File: src/rtl/osc_bank_if.sv
// Sample-tick, configuration and mixed-output bundle for osc_bank.
// master drives ticks and config writes; slave is the oscillator bank.
interface osc_bank_if #(
  parameter int BITDEPTH = 14,
  parameter int VB       = 2
);
  logic                sample_tick;
  logic                cfg_we;
  logic [VB-1:0]       cfg_voice;
  logic [1:0]          cfg_addr;
  logic [15:0]         cfg_wdata;
  logic [BITDEPTH-1:0] out;
  logic                out_valid;
  logic                busy;
  logic                overrun;

  modport master (
    output sample_tick, cfg_we, cfg_voice, cfg_addr, cfg_wdata,
    input  out, out_valid, busy, overrun
  );

  modport slave (
    input  sample_tick, cfg_we, cfg_voice, cfg_addr, cfg_wdata,
    output out, out_valid, busy, overrun
  );
endinterface

File: src/rtl/osc_bank.sv
// Time-multiplexed oscillator bank: one voice per cycle, mixed into one sample per sweep.
// Optional hard sync of voice v to voice v-1 wrap: define OSC_HARD_SYNC_EN.
module osc_bank #(
  parameter int BITDEPTH    = 14,
  parameter int BITFRACTION = 8,
  parameter int VOICES      = 4
) (
  input  logic      clk,
  input  logic      rst,
  osc_bank_if.slave bus
);
  localparam int ACCW  = BITDEPTH + BITFRACTION;
  localparam int ACCW1 = ACCW + 1;
  localparam int VB    = (VOICES > 1) ? $clog2(VOICES) : 1;
  localparam int SH    = $clog2(VOICES);
  localparam int SUMW  = BITDEPTH + VB;
  localparam int MIXW  = BITDEPTH + 2;
  localparam logic [BITDEPTH-1:0] MIDPOINT = BITDEPTH'((1 << (BITDEPTH - 1)) - 1);
  localparam logic [MIXW-1:0]     N3_BIAS  = MIXW'(1 << (BITDEPTH - 3));

  typedef enum logic [1:0] {S_IDLE, S_RUN, S_DONE} state_e;

  state_e              state_q;
  logic [VB-1:0]       idx_q;
  logic [SUMW-1:0]     sum_q;
  logic [BITDEPTH-1:0] out_q;
  logic                out_valid_q;
  logic                busy_q;
  logic                overrun_q;

  logic [ACCW-1:0] acc_q [VOICES];
  logic            sq_q  [VOICES];
  logic [15:0]     inc_q [VOICES];
  logic [3:0]      sel_q [VOICES];
  logic [7:0]      pw_q  [VOICES];
`ifdef OSC_HARD_SYNC_EN
  logic              sync_q [VOICES];
  logic [VOICES-1:0] wrap_q;
  logic              carry;
`endif

  logic [ACCW-1:0]     cur_acc, acc_sum, acc_d;
  logic                sync_hit, sq_d;
  logic [3:0]          sel_cur;
  logic [BITDEPTH-1:0] saw, tri_w, pulse, square, pw_thr, voice_out;
  logic [2:0]          n_sel;
  logic [MIXW-1:0]     mix;
  logic [SUMW-1:0]     sum_d;

  // NOTE: every signal below is assigned on every path, so no latches are inferred.
  always_comb begin
    cur_acc = acc_q[idx_q];
    sel_cur = sel_q[idx_q];
`ifdef OSC_HARD_SYNC_EN
    {carry, acc_sum} = ACCW1'(cur_acc) + ACCW1'(inc_q[idx_q]);
    sync_hit = (idx_q != '0) && sync_q[idx_q] && wrap_q[idx_q - VB'(1)];
`else
    acc_sum  = cur_acc + ACCW'(inc_q[idx_q]);
    sync_hit = 1'b0;
`endif
    acc_d  = sync_hit ? '0 : acc_sum;
    sq_d   = sq_q[idx_q] ^ (!sync_hit && !cur_acc[ACCW-1] && acc_d[ACCW-1]);
    saw    = acc_d[ACCW-1 -: BITDEPTH];
    tri_w  = acc_d[ACCW-1] ? ~acc_d[ACCW-2 -: BITDEPTH] : acc_d[ACCW-2 -: BITDEPTH];
    pw_thr = BITDEPTH'(pw_q[idx_q]) << (BITDEPTH - 8);
    pulse  = (saw < pw_thr) ? '1 : '0;
    square = {BITDEPTH{sq_d}};

    n_sel = 3'(sel_cur[0]) + 3'(sel_cur[1]) + 3'(sel_cur[2]) + 3'(sel_cur[3]);
    mix   = '0;
    if (sel_cur[0]) mix = mix + MIXW'(saw);
    if (sel_cur[1]) mix = mix + MIXW'(tri_w);
    if (sel_cur[2]) mix = mix + MIXW'(square);
    if (sel_cur[3]) mix = mix + MIXW'(pulse);

    // Scale so any number of selected waves stays within full range.
    case (n_sel)
      3'd0:    voice_out = MIDPOINT;
      3'd1:    voice_out = mix[BITDEPTH-1:0];
      3'd2:    voice_out = mix[BITDEPTH:1];
      3'd3:    voice_out = BITDEPTH'((mix >> 2) + N3_BIAS);
      default: voice_out = mix[BITDEPTH+1:2];
    endcase
    sum_d = sum_q + SUMW'(voice_out);
  end

  // Configuration registers: writable in any state, visible from the next cycle.
  always_ff @(posedge clk) begin
    if (rst) begin
      // NOTE: the per-voice register file is reset element by element since its reset values are architectural.
      for (int v = 0; v < VOICES; v++) begin
        inc_q[v] <= '0;
        sel_q[v] <= '0;
        pw_q[v]  <= 8'd16;
`ifdef OSC_HARD_SYNC_EN
        sync_q[v] <= 1'b0;
`endif
      end
    end else if (bus.cfg_we && (int'(bus.cfg_voice) < VOICES)) begin
      case (bus.cfg_addr)
        2'd0: inc_q[bus.cfg_voice] <= bus.cfg_wdata;
        2'd1: sel_q[bus.cfg_voice] <= bus.cfg_wdata[3:0];
        2'd2: pw_q[bus.cfg_voice]  <= bus.cfg_wdata[7:0];
`ifdef OSC_HARD_SYNC_EN
        default: sync_q[bus.cfg_voice] <= bus.cfg_wdata[0];
`else
        default: ;
`endif
      endcase
    end
  end

  // NOTE: sequential state uses non-blocking assignments so every register samples pre-edge values.
  always_ff @(posedge clk) begin
    if (rst) begin
      state_q     <= S_IDLE;
      idx_q       <= '0;
      sum_q       <= '0;
      out_q       <= MIDPOINT;
      out_valid_q <= 1'b0;
      busy_q      <= 1'b0;
      overrun_q   <= 1'b0;
`ifdef OSC_HARD_SYNC_EN
      wrap_q      <= '0;
`endif
      for (int v = 0; v < VOICES; v++) begin
        acc_q[v] <= '0;
        sq_q[v]  <= 1'b0;
      end
    end else begin
      out_valid_q <= 1'b0;
      overrun_q   <= bus.sample_tick && (state_q != S_IDLE);
      case (state_q)
        S_IDLE: begin
          if (bus.sample_tick) begin
            state_q <= S_RUN;
            idx_q   <= '0;
            sum_q   <= '0;
            busy_q  <= 1'b1;
`ifdef OSC_HARD_SYNC_EN
            wrap_q  <= '0;
`endif
          end
        end
        S_RUN: begin
          acc_q[idx_q] <= acc_d;
          sq_q[idx_q]  <= sq_d;
`ifdef OSC_HARD_SYNC_EN
          wrap_q[idx_q] <= carry && !sync_hit;
`endif
          sum_q <= sum_d;
          idx_q <= idx_q + VB'(1);
          if (idx_q == VB'(VOICES - 1)) begin
            state_q     <= S_DONE;
            out_q       <= BITDEPTH'(sum_d >> SH);
            out_valid_q <= 1'b1;
          end
        end
        S_DONE: begin
          state_q <= S_IDLE;
          busy_q  <= 1'b0;
        end
        default: state_q <= S_IDLE;
      endcase
    end
  end

  assign bus.out       = out_q;
  assign bus.out_valid = out_valid_q;
  assign bus.busy      = busy_q;
  assign bus.overrun   = overrun_q;
endmodule

File: src/flat_wrapper.sv
// flat-port wrapper written by rule: the top's interface ports become plain ports
module osc_bank_flat 
#(
  parameter int BITDEPTH    = 14,
  parameter int BITFRACTION = 8,
  parameter int VOICES      = 4
)
  (clk, rst, bus_sample_tick, bus_cfg_we, bus_cfg_voice, bus_cfg_addr, bus_cfg_wdata, bus_out, bus_out_valid, bus_busy, bus_overrun);
  osc_bank_if #(.BITDEPTH(BITDEPTH), .VB((2))) bus_i ();
  input  logic clk;
  input  logic rst;
  input wire logic [$bits(bus_i.sample_tick)-1:0] bus_sample_tick;
  input wire logic [$bits(bus_i.cfg_we)-1:0] bus_cfg_we;
  input wire logic [$bits(bus_i.cfg_voice)-1:0] bus_cfg_voice;
  input wire logic [$bits(bus_i.cfg_addr)-1:0] bus_cfg_addr;
  input wire logic [$bits(bus_i.cfg_wdata)-1:0] bus_cfg_wdata;
  output wire logic [$bits(bus_i.out)-1:0] bus_out;
  output wire logic [$bits(bus_i.out_valid)-1:0] bus_out_valid;
  output wire logic [$bits(bus_i.busy)-1:0] bus_busy;
  output wire logic [$bits(bus_i.overrun)-1:0] bus_overrun;
  assign bus_i.sample_tick = bus_sample_tick;
  assign bus_i.cfg_we = bus_cfg_we;
  assign bus_i.cfg_voice = bus_cfg_voice;
  assign bus_i.cfg_addr = bus_cfg_addr;
  assign bus_i.cfg_wdata = bus_cfg_wdata;
  assign bus_out = bus_i.out;
  assign bus_out_valid = bus_i.out_valid;
  assign bus_busy = bus_i.busy;
  assign bus_overrun = bus_i.overrun;
  osc_bank #(.BITDEPTH(BITDEPTH), .BITFRACTION(BITFRACTION), .VOICES(VOICES)) u_core (.clk(clk), .rst(rst), .bus(bus_i));
endmodule
File: config.mk
export PLATFORM = sky130hd
export DESIGN_NAME = osc_bank_flat
export DESIGN_NICKNAME = d
export VERILOG_FILES = /design/src/rtl/osc_bank_if.sv /design/src/rtl/osc_bank.sv /design/src/flat_wrapper.sv
export SDC_FILE = /design/constraint.sdc
export NUM_CORES = 1
export LEC_CHECK = 0
export ABC_AREA = 1
export BUFFER_PORTS_ARGS = -buffer_cell sky130_fd_sc_hd__buf_4
export CORE_UTILIZATION = 40
export DETAILED_ROUTE_END_ITERATION = 8
export PLACE_DENSITY = 0.57
export SYNTH_ARGS = -nofsm -noshare
export SYNTH_HDL_FRONTEND = slang
export SYNTH_SLANG_ARGS = --single-unit
File: constraint.sdc
create_clock -name clk -period 22.4 [get_ports clk]
set_clock_uncertainty 0.1 [all_clocks]
set_input_delay 0 -clock clk [delete_from_list [all_inputs] [get_ports clk]]
set_output_delay 0 -clock clk [all_outputs]
set_load 0.01 [all_outputs]
==> flow_summary.toml <==
[run_status]
outcome = "completed"

[yosys]
synth_area_um2 = 15500
async_flop_share_pct = 0
synth_cells = 1946
ys_warn_count = 0
synthFlopType = "edfxtp_1"
ys_seq_area_share_pct = 44.5
synth_edf_count = 204
syn_nets = 2061
syn_area_per_cell_um2 = 7.98
ys_ff_latch = 243
ys_types = 52

[route]
drt_iter0_markers = 856
drcViolationCount = 0
dr.pass1.iters = 5
vias = 13000
ant_nets = 0
viasPerCell = 5.18
post_drt_wl_per_cell_um = 16.6
wl_um = 41900

[timing]
tns_ns = 0
min_period_ns = 10.93
final_hold_viol_count = 0
rsz0062_at_grt = "false"
post-route-period-util_pct = 48.8
slew_violations = 0
worst_pin_slew_ns = 1.23
setup_slack_ns = 11.47
fmax_mhz = 91.5
slew-limit-headroom_pct = 17.6
setup_viol = 0

[floorplanning]
die_w_um = 199
start_util_pct = 40.9
core_area_um2 = 37900
rows = 71
die_h_um = 199
die_area_um2 = 39600
pin_count = 41

[worst_setup_path]
worstPathRequired_ns = 22.75
max_stage_delay_ns = 0.73
end_kind = "flop"
r2r_cells = 59
crit_fanout = 54
path_class = "reg -> reg"
arrival_ns = 11.28
slowest_stage = "ha_1"
reg2reg_slack_ns = 11.47
worst_r2r_endpoint = "u_core.bus.out[13]$_SDFFE_PP0P_"
critPathLaunchType = "flop"
path_common_cell = "nand2_1"
crit_end = "u_core.bus.out[13]$_SDFFE_PP0P_"

[pwr]
max-vdd-ir-drop_mv = 0.0739
leakagePower_uw = 0.00773
pwr_density_cell_nw_per_um2 = 123

[clocking]
cts_hold_buf = 27
cts_tree = "yes"
h-tree-depth = 1
cts_root_buffer = "clkbuf_16"
clock_sinks = 243
cts_resized = 0
cts_buffer_depth = 3
path_clk_slew_ns = 0.07
post-cts-setup-buffer-count = 0
cts_made_buffers = 28
insertion_delay_ns = 0.56

[placed_design]
pre_cts_ws_ns = 11.55
dp_cells = 2442
routabilityCongestion = 0.895
dp_hpwl_um = 29000
port_buffers = 40

[run]
maxCapViolCount = 0

[grt]
track_usage_pct = 22.0
grt_pass1_wl_um = 68600
grt_max_degree = 61
antenna_found_initial = 0
grt_pass1_vias = 12900
overflow = 0

[worst_hold_path]
hp-class = "in -> reg"
min-delay-start = "bus_sample_tick"

[layout]
layout-drive-gt1-share_pct = 8.37
final_cells = 2519
final_nets = 2103
area_growth_pct = 12.2
fin_util_pct = 45.9
n_antenna_cell = 0
## report_power, final
group / internal (uW) / total (uW) / switching, uW
registers: 528 / 543 / 15.5
logic: 413 / 1160 / 751
clock network: 249 / 432 / 183
## layout make-up
type | instances | area [um^2]
inverters | 204 | 768
repair buffers | 88 | 728
clock buffers | 41 | 767
well taps | 511 | 639
multi-input cells | 1423 | 7520
clock inverters | 9 | 91.3
fillers | 3758 | 20500
flip-flops and latches | 243 | 6910
## sequential cells by signal, indices dropped and copies added (netlist names), 4 cells and up, named ones only
name / flops
u_core.pw_q: 32
u_core.bus.out: 14
u_core.acc_q: 88
u_core.sum_q: 16
u_core.inc_q: 64
u_core.sel_q: 16
u_core.sq_q: 4
## metal layers
metal | GRT usage, % | up-vias | routed length, um | share of wire, %
li1 | - | 6592 | - | -
met1 | 30.9 | 6098 | 20200 | 48
met2 | 35.8 | 281 | 18900 | 45
met3 | 2.27 | 74 | 1680 | 4.0
met4 | 6.18 | 0 | 1130 | 2.7
met5 | 0 | - | 0 | 0
## worst max-delay path: cells and delay by family, from the launching register on
family                   cells  cell delay, ns
XOR/XNOR                     3            0.57
adder cells (fa/ha/maj)      7            2.60
AO/OA/AOI/OAI               13            2.21
flip-flops                   1            0.49
buffers and inverters        8            1.95
AND/OR/NAND/NOR             28            2.87
## synth_stat cells, types with 2 or more instances
cell,count,area [um^2]
nand2_1,429,1610
edfxtp_1,204,6130
nand3_1,140,701
nor2_2,2,12.5
xnor2_2,2,32.5
o21ai_1,5,25.0
a21boi_0,2,15.0
o21a_1,2,15.0
clkinv_1,4,15.0
xnor2_1,18,158
o31ai_1,4,30.0
nor3_1,41,205
inv_2,12,45.0
nand4_1,15,93.8
a31o_2,2,17.5
or2_2,8,50.1
and2_1,6,37.5
a22o_1,4,35.0
o22ai_1,32,200
o21ai_0,97,485
nand2_4,2,22.5
a32o_1,10,100
fa_1,6,120
a31oi_1,2,12.5
buf_6,3,33.8
clkbuf_1,51,191
a21oi_1,97,485
o211ai_1,4,30.0
inv_1,187,702
xor2_1,36,315
nand3_2,12,120
buf_2,11,55.1
ha_1,85,1060
nand3b_1,4,30.0
buf_1,7,26.3
buf_4,4,30.0
dfxtp_1,39,781
o21bai_1,8,60.1
nand2_2,19,119
nor2_1,316,1190
a32oi_1,3,26.3
## placed cells by master (no fill, tap or decap), types with 5 or more instances in the layout
master,synthesis,routed
xnor2_1,18,18
dfxtp_1,39,38
o22ai_1,32,32
xor2_1,36,36
nand3_1,140,140
clkinv_1,4,5
dlygate4sd3_1,0,27
fa_1,6,6
nand2_2,19,19
edfxtp_1,204,204
or2_2,8,8
ha_1,85,85
o21bai_1,8,8
a21oi_1,97,97
nand3_2,12,12
nand4_1,15,15
o21ai_1,5,7
o21ai_0,97,94
inv_1,187,187
buf_4,4,61
nand2_1,429,429
a32o_1,10,10
clkbuf_1,51,10
clkbuf_16,0,28
and2_1,6,6
nor3_1,41,41
nor2_1,316,316
inv_2,12,12
## worst min-delay path by stage
stage          slack [ns]  cells past startpoint                       endpoint
6_report             0.12                      4  u_core.bus.overrun$_SDFF_PP0_
5_1_grt              0.13                      4  u_core.bus.overrun$_SDFF_PP0_
4_1_cts              0.10                      4  u_core.bus.overrun$_SDFF_PP0_
3_5_place_dp         0.14                      3  u_core.bus.overrun$_SDFF_PP0_
3_3_place_gp         0.14                      3  u_core.bus.overrun$_SDFF_PP0_
2_1_floorplan        0.02                      2  u_core.bus.overrun$_SDFF_PP0_
## kinds of logic (layout without fill, tap and decap cells)
logic type      after synthesis  in the layout  synth area share, %
xor+xnor                     57             57                 3.36
compound gates              277            277                 10.2
flops                       243            243                 44.5
simple gates                998            998                 27.2
fa+ha+maj                    91             91                 7.62
buf+inv                     280            342                 7.11
## metrics by stage
step / instance area (um^2) / hold WS, ns / power, uW
3_5_place_dp: 16300 / 0.139 / 1690
5_1_grt: 17400 / 0.134 / 2330
4_1_cts: 17400 / 0.105 / 2140
2_1_floorplan: 15500 / 0.0227 / 1450
6_report: 17400 / 0.122 / 2140
3_3_place_gp: 16300 / 0.139 / 1700
(Power assumes the default switching activity.)
